### config.mk
export PLATFORM = sky130hd
export DESIGN_NAME = regfile_wb_ctrl
export DESIGN_NICKNAME = d
export VERILOG_FILES = /design/src/rtl/regfile_ctrl_pkg.sv /design/src/rtl/wb_rr_arbiter.sv /design/src/rtl/regfile_wb_ctrl.sv
export SDC_FILE = /design/constraint.sdc
export NUM_CORES = 1
export LEC_CHECK = 0
export ABC_CLOCK_PERIOD_IN_PS = 4750
export CELL_PAD_IN_SITES_DETAIL_PLACEMENT = 0
export CELL_PAD_IN_SITES_GLOBAL_PLACEMENT = 1
export CORE_ASPECT_RATIO = 0.9
export CORE_UTILIZATION = 39
export CTS_CLUSTER_SIZE = 10
export DETAILED_ROUTE_END_ITERATION = 6
export PLACE_DENSITY_LB_ADDON = 0.1
export SKIP_LAST_GASP = 1
export SLEW_MARGIN = 10
export SYNTH_ARGS = -nofsm -noshare
export SYNTH_HDL_FRONTEND = slang
export SYNTH_HIERARCHICAL = 1
export SYNTH_SLANG_ARGS = --single-unit
### constraint.sdc
create_clock -name clk -period 4.75 [get_ports clk]
set_input_delay 0.475 -clock clk [delete_from_list [all_inputs] [get_ports clk]]
set_output_delay 0.475 -clock clk [all_outputs]
set_load 0.05 [all_outputs]
### src/rtl/regfile_ctrl_pkg.sv
// Shared parameters for the register-file writeback controller.
//   AW      register address width
//   DW      data width
//   NREGS   physical registers r0..r14 (r15 is the PC and lives elsewhere)
//   CNT_W   width of each pending-write counter
//   CNT_MAX counter ceiling; a register at CNT_MAX blocks further issue
//   PC_IDX  address that aliases the PC
package regfile_ctrl_pkg;
  localparam int AW    = 4;
  localparam int DW    = 32;
  localparam int NREGS = 15;
  localparam int CNT_W = 2;

  localparam logic [CNT_W-1:0] CNT_MAX = 2'd3;
  localparam logic [AW-1:0]    PC_IDX  = 4'hF;

  function automatic logic is_pc(input logic [AW-1:0] addr);
    return addr == PC_IDX;
  endfunction
endpackage

### src/rtl/wb_rr_arbiter.sv
// Two-way round-robin arbiter for the single register-file write port.
//   clk, reset_n   clock, asynchronous active-low reset
//   req0, addr0    ALU writeback request and its destination
//   req1, addr1    load/multiply writeback request and its destination
//   grant[1:0]     one-hot grant (bit0 = wb0, bit1 = wb1), zero when idle
// On a tie the requester that was not granted last wins, except that two
// writes to the same register always go to wb1 first: wb1 carries the
// older instruction, so its value must land before the younger one.
module wb_rr_arbiter
  import regfile_ctrl_pkg::*;
(
  input  logic          clk,
  input  logic          reset_n,
  input  logic          req0,
  input  logic [AW-1:0] addr0,
  input  logic          req1,
  input  logic [AW-1:0] addr1,
  output logic [1:0]    grant
);

  // 1 = wb1 was granted most recently; reset value lets wb0 win the first tie.
  logic last_grant;

  always_comb begin
    grant = 2'b00;
    if (req0 && req1) begin
      if (addr0 == addr1)  grant = 2'b10;
      else if (last_grant) grant = 2'b01;
      else                 grant = 2'b10;
    end else if (req0) begin
      grant = 2'b01;
    end else if (req1) begin
      grant = 2'b10;
    end
  end

  always_ff @(posedge clk or negedge reset_n) begin
    if (!reset_n) begin
      last_grant <= 1'b1;
    end else if (grant[1]) begin
      last_grant <= 1'b1;
    end else if (grant[0]) begin
      last_grant <= 1'b0;
    end
  end

endmodule

### src/rtl/regfile_wb_ctrl.sv
// Owner of the register file's single write port (we3/wa3/wd3).
// Arbitrates ALU (wb0) and load/multiply (wb1) writebacks, tracks how many
// writes are outstanding per register, and flags read hazards for decode.
//   clk, reset_n              clock, asynchronous active-low reset
//   iss_valid/iss_dst/iss_ready  instruction issue into the scoreboard
//   wb0_valid/addr/data/ready    ALU writeback
//   wb1_valid/addr/data/ready    load/multiply writeback
//   rf_we/rf_wa/rf_wd         registered write port towards the regfile
//   chk_ra1/chk_ra2, hazard   decode source check; hazard = pending write
//   err_r15                   1-cycle pulse: writeback to r15 was dropped
//   err_unexp                 1-cycle pulse: writeback with nothing pending
//
// Handshake: a channel transfers on a clock edge where valid & ready are
// both high. ready is a pure combinational function of the current valids,
// addresses and scoreboard state; nothing is buffered, so a requester that
// is not granted must hold valid/addr/data and retry next cycle.
module regfile_wb_ctrl
  import regfile_ctrl_pkg::*;
(
  input  logic          clk,
  input  logic          reset_n,
  input  logic          iss_valid,
  input  logic [AW-1:0] iss_dst,
  output logic          iss_ready,
  input  logic          wb0_valid,
  input  logic [AW-1:0] wb0_addr,
  input  logic [DW-1:0] wb0_data,
  output logic          wb0_ready,
  input  logic          wb1_valid,
  input  logic [AW-1:0] wb1_addr,
  input  logic [DW-1:0] wb1_data,
  output logic          wb1_ready,
  output logic          rf_we,
  output logic [AW-1:0] rf_wa,
  output logic [DW-1:0] rf_wd,
  input  logic [AW-1:0] chk_ra1,
  input  logic [AW-1:0] chk_ra2,
  output logic          hazard,
  output logic          err_r15,
  output logic          err_unexp
);

  logic [CNT_W-1:0] cnt [NREGS];
  logic [1:0]       grant;

  logic             wb_fire;
  logic [AW-1:0]    wb_addr;
  logic [DW-1:0]    wb_data;
  logic             iss_fire;

  // Counter values looked up by address; r15 has no counter and reads as 0.
  logic [CNT_W-1:0] iss_cnt;
  logic [CNT_W-1:0] wb_cnt;
  logic [CNT_W-1:0] ra1_cnt;
  logic [CNT_W-1:0] ra2_cnt;

  wb_rr_arbiter u_arb (
    .clk     (clk),
    .reset_n (reset_n),
    .req0    (wb0_valid),
    .addr0   (wb0_addr),
    .req1    (wb1_valid),
    .addr1   (wb1_addr),
    .grant   (grant)
  );

  // Grants are only ever given to a valid requester, so a grant is a fire.
  assign wb0_ready = grant[0];
  assign wb1_ready = grant[1];
  assign wb_fire   = grant[0] | grant[1];
  assign wb_addr   = grant[1] ? wb1_addr : wb0_addr;
  assign wb_data   = grant[1] ? wb1_data : wb0_data;

  always_comb begin
    iss_cnt = '0;
    wb_cnt  = '0;
    ra1_cnt = '0;
    ra2_cnt = '0;
    for (int i = 0; i < NREGS; i++) begin
      if (iss_dst == AW'(i)) iss_cnt = cnt[i];
      if (wb_addr == AW'(i)) wb_cnt  = cnt[i];
      if (chk_ra1 == AW'(i)) ra1_cnt = cnt[i];
      if (chk_ra2 == AW'(i)) ra2_cnt = cnt[i];
    end
  end

  // Uses the current count only: a decrement landing this same edge does
  // not open a slot until the next cycle, which keeps the path short.
  assign iss_ready = is_pc(iss_dst) | (iss_cnt != CNT_MAX);
  assign iss_fire  = iss_valid & iss_ready & ~is_pc(iss_dst);

  // The writer's data lands on the falling edge after the counter drops,
  // ahead of decode's second-half read, so no bypass is needed.
  assign hazard = (~is_pc(chk_ra1) & (ra1_cnt != '0)) |
                  (~is_pc(chk_ra2) & (ra2_cnt != '0));

  // Scoreboard: issue and writeback to the same register cancel out.
  always_ff @(posedge clk or negedge reset_n) begin
    if (!reset_n) begin
      for (int i = 0; i < NREGS; i++) cnt[i] <= '0;
    end else begin
      for (int i = 0; i < NREGS; i++) begin
        if (iss_fire && iss_dst == AW'(i)) begin
          if (!(wb_fire && wb_addr == AW'(i))) cnt[i] <= cnt[i] + CNT_W'(1);
        end else if (wb_fire && wb_addr == AW'(i) && cnt[i] != '0) begin
          cnt[i] <= cnt[i] - CNT_W'(1);
        end
      end
    end
  end

  // Registered write port and error pulses.
  always_ff @(posedge clk or negedge reset_n) begin
    if (!reset_n) begin
      rf_we     <= 1'b0;
      rf_wa     <= '0;
      rf_wd     <= '0;
      err_r15   <= 1'b0;
      err_unexp <= 1'b0;
    end else begin
      rf_we     <= wb_fire & ~is_pc(wb_addr);
      err_r15   <= wb_fire &  is_pc(wb_addr);
      // A same-edge issue to the same register makes that write expected.
      err_unexp <= wb_fire & ~is_pc(wb_addr) & (wb_cnt == '0) &
                   ~(iss_fire & (iss_dst == wb_addr));
      if (wb_fire && !is_pc(wb_addr)) begin
        rf_wa <= wb_addr;
        rf_wd <= wb_data;
      end
    end
  end

endmodule
==> results of run 1 <==
-- metal layers --
| layer | vias to the layer above | routed length, µm | GRT usage |
|---|---|---|---|
| met5 | - | 0 | 0 |
| li1 | 2434 | - | - |
| met1 | 2376 | 6930 | 0.327 |
| met2 | 145 | 7280 | 0.404 |
| met4 | 0 | 158 | 0.0688 |
| met3 | 12 | 1000 | 0.0586 |
-- worst register-to-register path, delay by kind of cell (launching register included) --
family                 cells  cell delay (ns)
DFF                        1             0.37
and+or+nand+nor            6             1.23
AOI/OAI and AO/OA          3             0.92
buffers and inverters      1             0.29
-- worst max path at each step --
stage / start / to / slack [ns] / cells after the start
finish: wb1_addr[3] / wb1_ready / 0.89 / 6
global route: wb1_addr[3] / wb1_ready / 0.70 / 6
CTS: wb1_addr[3] / wb1_ready / 0.87 / 6
detailed placement: wb1_addr[3] / rf_wd[13]$_DFFE_PN0P_ / 0.86 / 12
global placement: wb1_addr[3] / wb1_ready / 1.0 / 6
floorplan: wb1_addr[2] / rf_wa[2]$_DFFE_PN0P_ / 1.29 / 12
-- logic make-up after synthesis --
group / share of synthesized area
AND/OR/NAND/NOR: 0.277
AO/OA/AOI/OAI: 0.212
XOR/XNOR: 0.0195
flip-flops: 0.355
buffers and inverters: 0.0504
multiplexers: 0.0867
-- state kept, by name, summed over array words and instances, names as in the netlist --
register,cells
rf_we,1
cnt,30
u_arb/last_grant,1
err_r15,1
rf_wa,4
err_unexp,1
rf_wd,32
-- power by group through the flow --
| stage | Combinational (mW) | Sequential [mW] | Clock [mW] |
|---|---|---|---|
| CTS | 1.14 | 1.03 | 0.648 |
| floorplan | 0.629 | 1.12 | 0 |
| detailed placement | 1.14 | 1.03 | 0 |
| finish | 1.14 | 1.04 | 0.631 |
| global placement | 1.12 | 1.03 | 0 |
| global route | 1.24 | 1.07 | 0.660 |
-- synthesized netlist by cell type, types with 6 or more instances --
| cell type | instances | area [µm²] |
|---|---|---|
| o22ai_1 | 6 | 37.5 |
| a21oi_1 | 57 | 285 |
| a22o_1 | 10 | 87.6 |
| nand4_1 | 21 | 131 |
| a32oi_1 | 6 | 52.6 |
| nand3b_1 | 10 | 75.1 |
| dfrtp_1 | 69 | 1730 |
| o31ai_1 | 6 | 45.0 |
| clkbuf_1 | 24 | 90.1 |
| mux2i_1 | 36 | 360 |
| a211oi_1 | 7 | 52.6 |
| nor3b_1 | 7 | 52.6 |
| nor2_1 | 100 | 375 |
| xnor2_1 | 7 | 61.3 |
| nand2_1 | 47 | 176 |
| inv_1 | 8 | 30.0 |
| nor2b_1 | 7 | 43.8 |
| o21ai_0 | 31 | 155 |
| nor3_1 | 16 | 80.1 |
| nand3_1 | 43 | 215 |
-- placed cells by master, fill, tap and decap left out, types with 8 or more instances in the layout --
cell	netlist	layout
nor2_1	100	99
clkbuf_16	0	9
nor3_1	16	16
mux2i_1	36	36
nand4_1	21	21
a21oi_1	57	56
nand3b_1	10	10
dfrtp_1	69	69
clkdlybuf4s50_1	0	129
inv_1	8	8
a22o_1	10	10
nand3_1	43	43
nand2_1	47	47
o21ai_0	31	31
-- cell type report --
cell class | count | share of cell area
clock buffers | 11 | 0.0383
well taps | 160 | 0.0304
inverters | 8 | 0.00455
flip-flops and latches | 70 | 0.266
multi-input cells | 488 | 0.448
repair buffers | 138 | 0.210
clock inverters | 4 | 0.00342
-- per-stage QoR --
step	total power, mW	instance area, µm²	setup slack, ns	utilization
after floorplan	1.75	4940	1.29	-
after global placement	2.14	6320	0.996	0.519
after detailed placement	2.18	6320	0.865	0.519
after CTS	2.82	6590	0.874	0.542
after global routing	2.96	6590	0.702	0.542
final	2.81	6590	0.886	0.542
==> impl_metrics.py, run 1 <==
metrics = {
    "floorplanning": {
        "horizontal_die_dimension_um": 121,
        "dieArea_um2": 13100,
        "floorplan.core_area_um2": 12200,
        "start_util": 0.406,
        "io_pins": 132,
        "rows": 38,
        "dieHeight_um": 109,
    },
    "global_routing": {
        "vias_in_the_first_global_route": 4775,
        "grtUsageTotal": 0.247,
        "grt_overflow": 0,
        "grt_start_max_net_pins": 50,
        "grt_antenna_before_repair": 0,
        "grt_pass1_wl_um": 25000,
    },
    "routing": {
        "wire_per_inst_um": 17.5,
        "detail_route.iter0.violations": 377,
        "num_vias": 4967,
        "drcViolationCount": 0,
        "drt.antenna.violating_nets": 0,
        "drt-vias-per-instance": 5.65,
        "detail_route.wirelength_um": 15400,
        "drt_pass1_iterations": 7,
    },
    "pwr": {
        "p_per_area_nw_per_um2": 426,
        "p_switching_mw": 1.19,
        "swShare": 0.425,
        "max-vdd-ir-drop_mv": 0.300,
        "internal_power_mw": 1.61,
        "p_leak_nw": 2.64,
        "clockPowerShare": 0.225,
        "sequentialPowerShare": 0.370,
        "pwr-share-comb": 0.405,
    },
    "finish": {
        "area_delta_synth_final_pct": 33.6,
        "area_of_combinational_cells_with_multiple_inputs_um2": 2950,
        "final-seq-area_um2": 1750,
        "layout.filler_cells": 1160,
        "finalNonFillerCells": 879,
        "finish.net_count": 804,
        "post_route_cells_drive_above_1_share": 0.0640,
        "insertedDiodeCount": 0,
    },
    "critical_path": {
        "crit_path_max_incr_delay_ns": 0.91,
        "endpoint_of_the_most_critical_register_to_register_path": "rf_wd[13]$_DFFE_PN0P_",
        "regToRegSetupSlack_ns": 1.86,
        "worst_ep_required_time_ns": 4.28,
        "critical_path_class": "in2out",
        "worstPathMaxFanout": 33,
        "worstPathCellList": "clkdlybuf4s50_1 > xnor2_1 > nand4_1 > a21oi_4 > buf_4 > clkdlybuf4s50_1",
        "path_buf_inv": 3,
        "crit_path_end_kind": "output port",
        "worst_path_max_delay_cell": "clkdlybuf4s50_1",
        "critical_path.startpoint_type": "input pin",
        "reg2reg_path_depth": 10,
        "worst_path_dominant_cell_family": "buffers and inverters",
        "worst_ep_arrival_time_ns": 3.39,
        "worst_path_most_repeated_cell": "clkdlybuf4s50_1",
        "regToRegStartpoint": "u_arb/last_grant$_DFFE_PN1P_",
    },
    "placement": {
        "gpl_congestion": 0.887,
        "detailedPlacementHpwl_um": 11700,
        "post-place-cells": 864,
        "port_buffers": 131,
    },
    "cts": {
        "cts.repair.resized": 0,
        "cts.htree.levels": 3,
        "clk_root_buffer_cell": "clkbuf_16",
        "clock_tree_from_tritoncts": "yes",
        "cts_buffers": 9,
        "cts_hold_buffers": 0,
        "clock_insertion_delay_at_the_later_pin_of_the_skew_report_ns": 0.34,
        "clockBufferDepth": 2,
        "clkTransAtPathRegs_ns": 0.06,
        "cts_post_setup_buffers_inserted": 0,
        "cts.sink_count": 70,
    },
    "yosys": {
        "synth-edff-count": 0,
        "syn_nets": 693,
        "synth_ff_type": "dfrtp_1",
        "postSynthAreaPerCell_um2": 8.17,
        "ys_ff_latch": 70,
        "ys_seq_area_frac": 0.355,
        "syn_inst": 604,
        "synthesis.area_um2": 4940,
        "synth-warning-count": 6,
        "asyncSetResetFlopFracSynth": 1.00,
        "netlist-cell-type-count": 63,
    },
    "timing": {
        "rsz0062_at_grt": "false",
        "post-route-min-period_ns": 3.86,
        "total_negative_setup_slack_ns": 0,
        "whs_ns": 0.202,
        "timing.final.hold_violations": 0,
        "clock-skew-final_ns": 0.00619,
        "max_freq_mhz": 259,
        "timing.max_slew.rel_slack": 0.426,
        "slew_at_the_pin_closest_to_its_max_slew_limit_ns": 0.857,
        "final.period_utilization": 0.813,
        "finalSetupViolations": 0,
        "final_max_slew_viol_count": 0,
    },
    "run_status": {
        "outcome": "completed",
    },
    "worst_hold_path": {
        "hp_class": "in2async",
    },
    "run": {
        "max_cap_violations": 0,
    },
}
Note: power is estimated with default switching activity, not from simulation.
==> inputs of run 2 (changes only) <==
--- a/config.mk
+++ b/config.mk
@@ -5,11 +5,11 @@
 export SDC_FILE = /design/constraint.sdc
 export NUM_CORES = 1
 export LEC_CHECK = 0
-export ABC_CLOCK_PERIOD_IN_PS = 4750
+export ABC_CLOCK_PERIOD_IN_PS = 4000
 export CELL_PAD_IN_SITES_DETAIL_PLACEMENT = 0
 export CELL_PAD_IN_SITES_GLOBAL_PLACEMENT = 1
 export CORE_ASPECT_RATIO = 0.9
-export CORE_UTILIZATION = 39
+export CORE_UTILIZATION = 36
 export CTS_CLUSTER_SIZE = 10
 export DETAILED_ROUTE_END_ITERATION = 6
 export PLACE_DENSITY_LB_ADDON = 0.1
==> constraint.sdc (replaced) <==
create_clock -name clk -period 4 [get_ports clk]
set_input_delay 0.4 -clock clk [delete_from_list [all_inputs] [get_ports clk]]
set_output_delay 0.4 -clock clk [all_outputs]
set_load 0.05 [all_outputs]
==> impl_metrics.py, run 2 (same netlist as run 1, synthesis figures left out) <==
metrics = {
    "run_status": {
        "outcome": "finished, violations left",
        "violated_checks": "DRC",
    },
    "cts": {
        "clock_insertion_delay_at_the_later_pin_of_the_skew_report_ns": 0.35,
        "clock_tree_from_tritoncts": "yes",
        "cts.sink_count": 70,
        "clkTransAtPathRegs_ns": 0.06,
        "cts_hold_buffers": 0,
        "clockBufferDepth": 2,
        "clk_root_buffer_cell": "clkbuf_16",
        "cts_post_setup_buffers_inserted": 0,
        "cts.repair.resized": 0,
        "cts.htree.levels": 3,
        "cts_buffers": 9,
    },
    "placement": {
        "gpl_congestion": 0.927,
        "detailedPlacementHpwl_um": 12300,
        "detailedPlace.worstSlack_ns": 0.497,
        "port_buffers": 131,
    },
    "critical_path": {
        "worst_path_dominant_cell_family": "buffers and inverters",
        "crit_path_max_incr_delay_ns": 0.80,
        "worst_ep_arrival_time_ns": 3.10,
        "worst_ep_required_time_ns": 3.60,
        "endpoint_of_the_most_critical_register_to_register_path": "err_unexp$_DFF_PN0_",
        "path_buf_inv": 2,
        "regToRegStartpoint": "u_arb/last_grant$_DFFE_PN1P_",
        "critical_path_class": "in2out",
        "worstPathMaxFanout": 16,
        "worst_path_max_delay_cell": "clkdlybuf4s50_1",
        "worstPathCellList": "clkdlybuf4s50_1 > nor3_1 > a211oi_1 > a211oi_1 > a211oi_1 > o22ai_1 > a32o_1 > nand2_1 > clkdlybuf4s50_1",
        "reg2reg_path_depth": 9,
        "critical_path.startpoint_type": "input pin",
        "crit_path_end_kind": "output port",
        "worst_path_most_repeated_cell": "a211oi_1",
        "regToRegSetupSlack_ns": 1.38,
    },
    "finish": {
        "layout.filler_cells": 1248,
        "area_delta_synth_final_pct": 34.6,
        "largest_reg_flops": 32,
        "largestRegisters": "rf_wd (32), cnt (30), rf_wa (4)",
        "final-seq-area_um2": 1750,
        "mostFrequentLayoutCell": "clkdlybuf4s50_1",
        "area_of_combinational_cells_with_multiple_inputs_um2": 2950,
        "post_route_cells_drive_above_1_share": 0.0666,
        "final_cell_mix": "clkdlybuf4s50_1, nor2_1, dfrtp_1",
        "insertedDiodeCount": 0,
        "largest-register": "rf_wd",
        "finish.net_count": 805,
    },
    "timing": {
        "final_max_slew_viol_count": 0,
        "clock-skew-final_ns": 0.00660,
        "max_freq_mhz": 286,
        "layout_setup_ws_ns": 0.500,
        "rsz0062_at_grt": "false",
        "total_negative_setup_slack_ns": 0,
        "slew_at_the_pin_closest_to_its_max_slew_limit_ns": 1.04,
        "timing.final.hold_violations": 0,
        "final.period_utilization": 0.875,
        "timing.max_slew.rel_slack": 0.305,
        "post-route-min-period_ns": 3.50,
        "finalSetupViolations": 0,
    },
    "pwr": {
        "max-vdd-ir-drop_mv": 0.270,
        "p_leak_nw": 2.66,
        "p_per_area_nw_per_um2": 518,
    },
    "global_routing": {
        "grt_antenna_before_repair": 0,
        "vias_in_the_first_global_route": 4762,
        "grt_overflow": 0,
        "grtUsageTotal": 0.236,
        "grt_pass1_wl_um": 25900,
        "grt_start_max_net_pins": 67,
    },
    "routing": {
        "drcViolationCount": 13,
        "wire_per_inst_um": 18.1,
        "top_signal_layer_used": "met4",
        "detail_route.iter0.violations": 387,
        "num_vias": 5046,
        "route.layer.met1.wl_um": 7280,
        "wl_met2_um": 7420,
        "detail_route.wirelength_um": 16100,
        "drt-vias-per-instance": 5.68,
        "drt_pass1_iterations": 7,
        "drt.antenna.violating_nets": 0,
        "met3WireLength_um": 1030,
    },
    "floorplanning": {
        "horizontal_die_dimension_um": 125,
        "dieArea_um2": 14200,
        "dieHeight_um": 113,
        "start_util": 0.369,
        "io_pins": 132,
        "floorplan.core_area_um2": 13400,
        "rows": 40,
    },
    "worst_hold_path": {
        "hp_class": "in2async",
    },
    "run": {
        "max_cap_violations": 0,
    },
}
==> run 2: cell count changes in the layout (fill, tap and decap cells not counted), sizes merged <==
cell	change
buf	+1
clkbuf	-1
bufinv	+1
inv	+1
==> run 2: power by group <==
part	switching [mW]	internal (mW)	total, mW
clock network	0.330	0.503	0.832
registers	0.336	0.907	1.24
logic	0.805	0.562	1.37
total	1.47	1.97	3.44
==> run 2: worst max path at each step <==
stage	startpoint	end	slack [ns]	cells past startpoint
after detailed placement	chk_ra1[1]	hazard	0.50	9
after CTS	chk_ra1[1]	hazard	0.49	9
after floorplan	wb1_addr[2]	rf_wa[2]$_DFFE_PN0P_	0.61	12
after global placement	chk_ra1[1]	hazard	0.58	9
final	chk_ra1[1]	hazard	0.50	9
after global routing	chk_ra1[1]	hazard	0.30	9
==> run 2: routing by layer <==
metal,track usage,up-vias
li1,-,2428
met1,0.309,2409
met3,0.0534,24
met5,0,-
met2,0.381,185
met4,0.0862,0
==> run 2: layout make-up <==
cell class	instances	share of cell area
Multi-Input combinational cell	488	0.445
Sequential cell	70	0.264
Timing Repair Buffer	139	0.209
Clock buffer	10	0.0360
Tap cell	168	0.0316
Clock inverter	6	0.0104
Inverter	8	0.00452
==> run 2: metrics by stage <==
| step | instance area (µm²) | std cells | utilization | hold WS, ns | power, mW |
|---|---|---|---|---|---|
| 5_1_grt | 6640 | 889 | 0.497 | 0.328 | 3.65 |
| 3_5_place_dp | 6330 | 873 | 0.474 | 0.516 | 2.61 |
| 3_3_place_gp | 6330 | 873 | 0.474 | 0.492 | 2.59 |
| 4_1_cts | 6640 | 889 | 0.497 | 0.270 | 3.46 |
| 2_1_floorplan | 4940 | 604 | - | 0.104 | 2.08 |
| 6_report | 6640 | 889 | 0.497 | 0.229 | 3.44 |
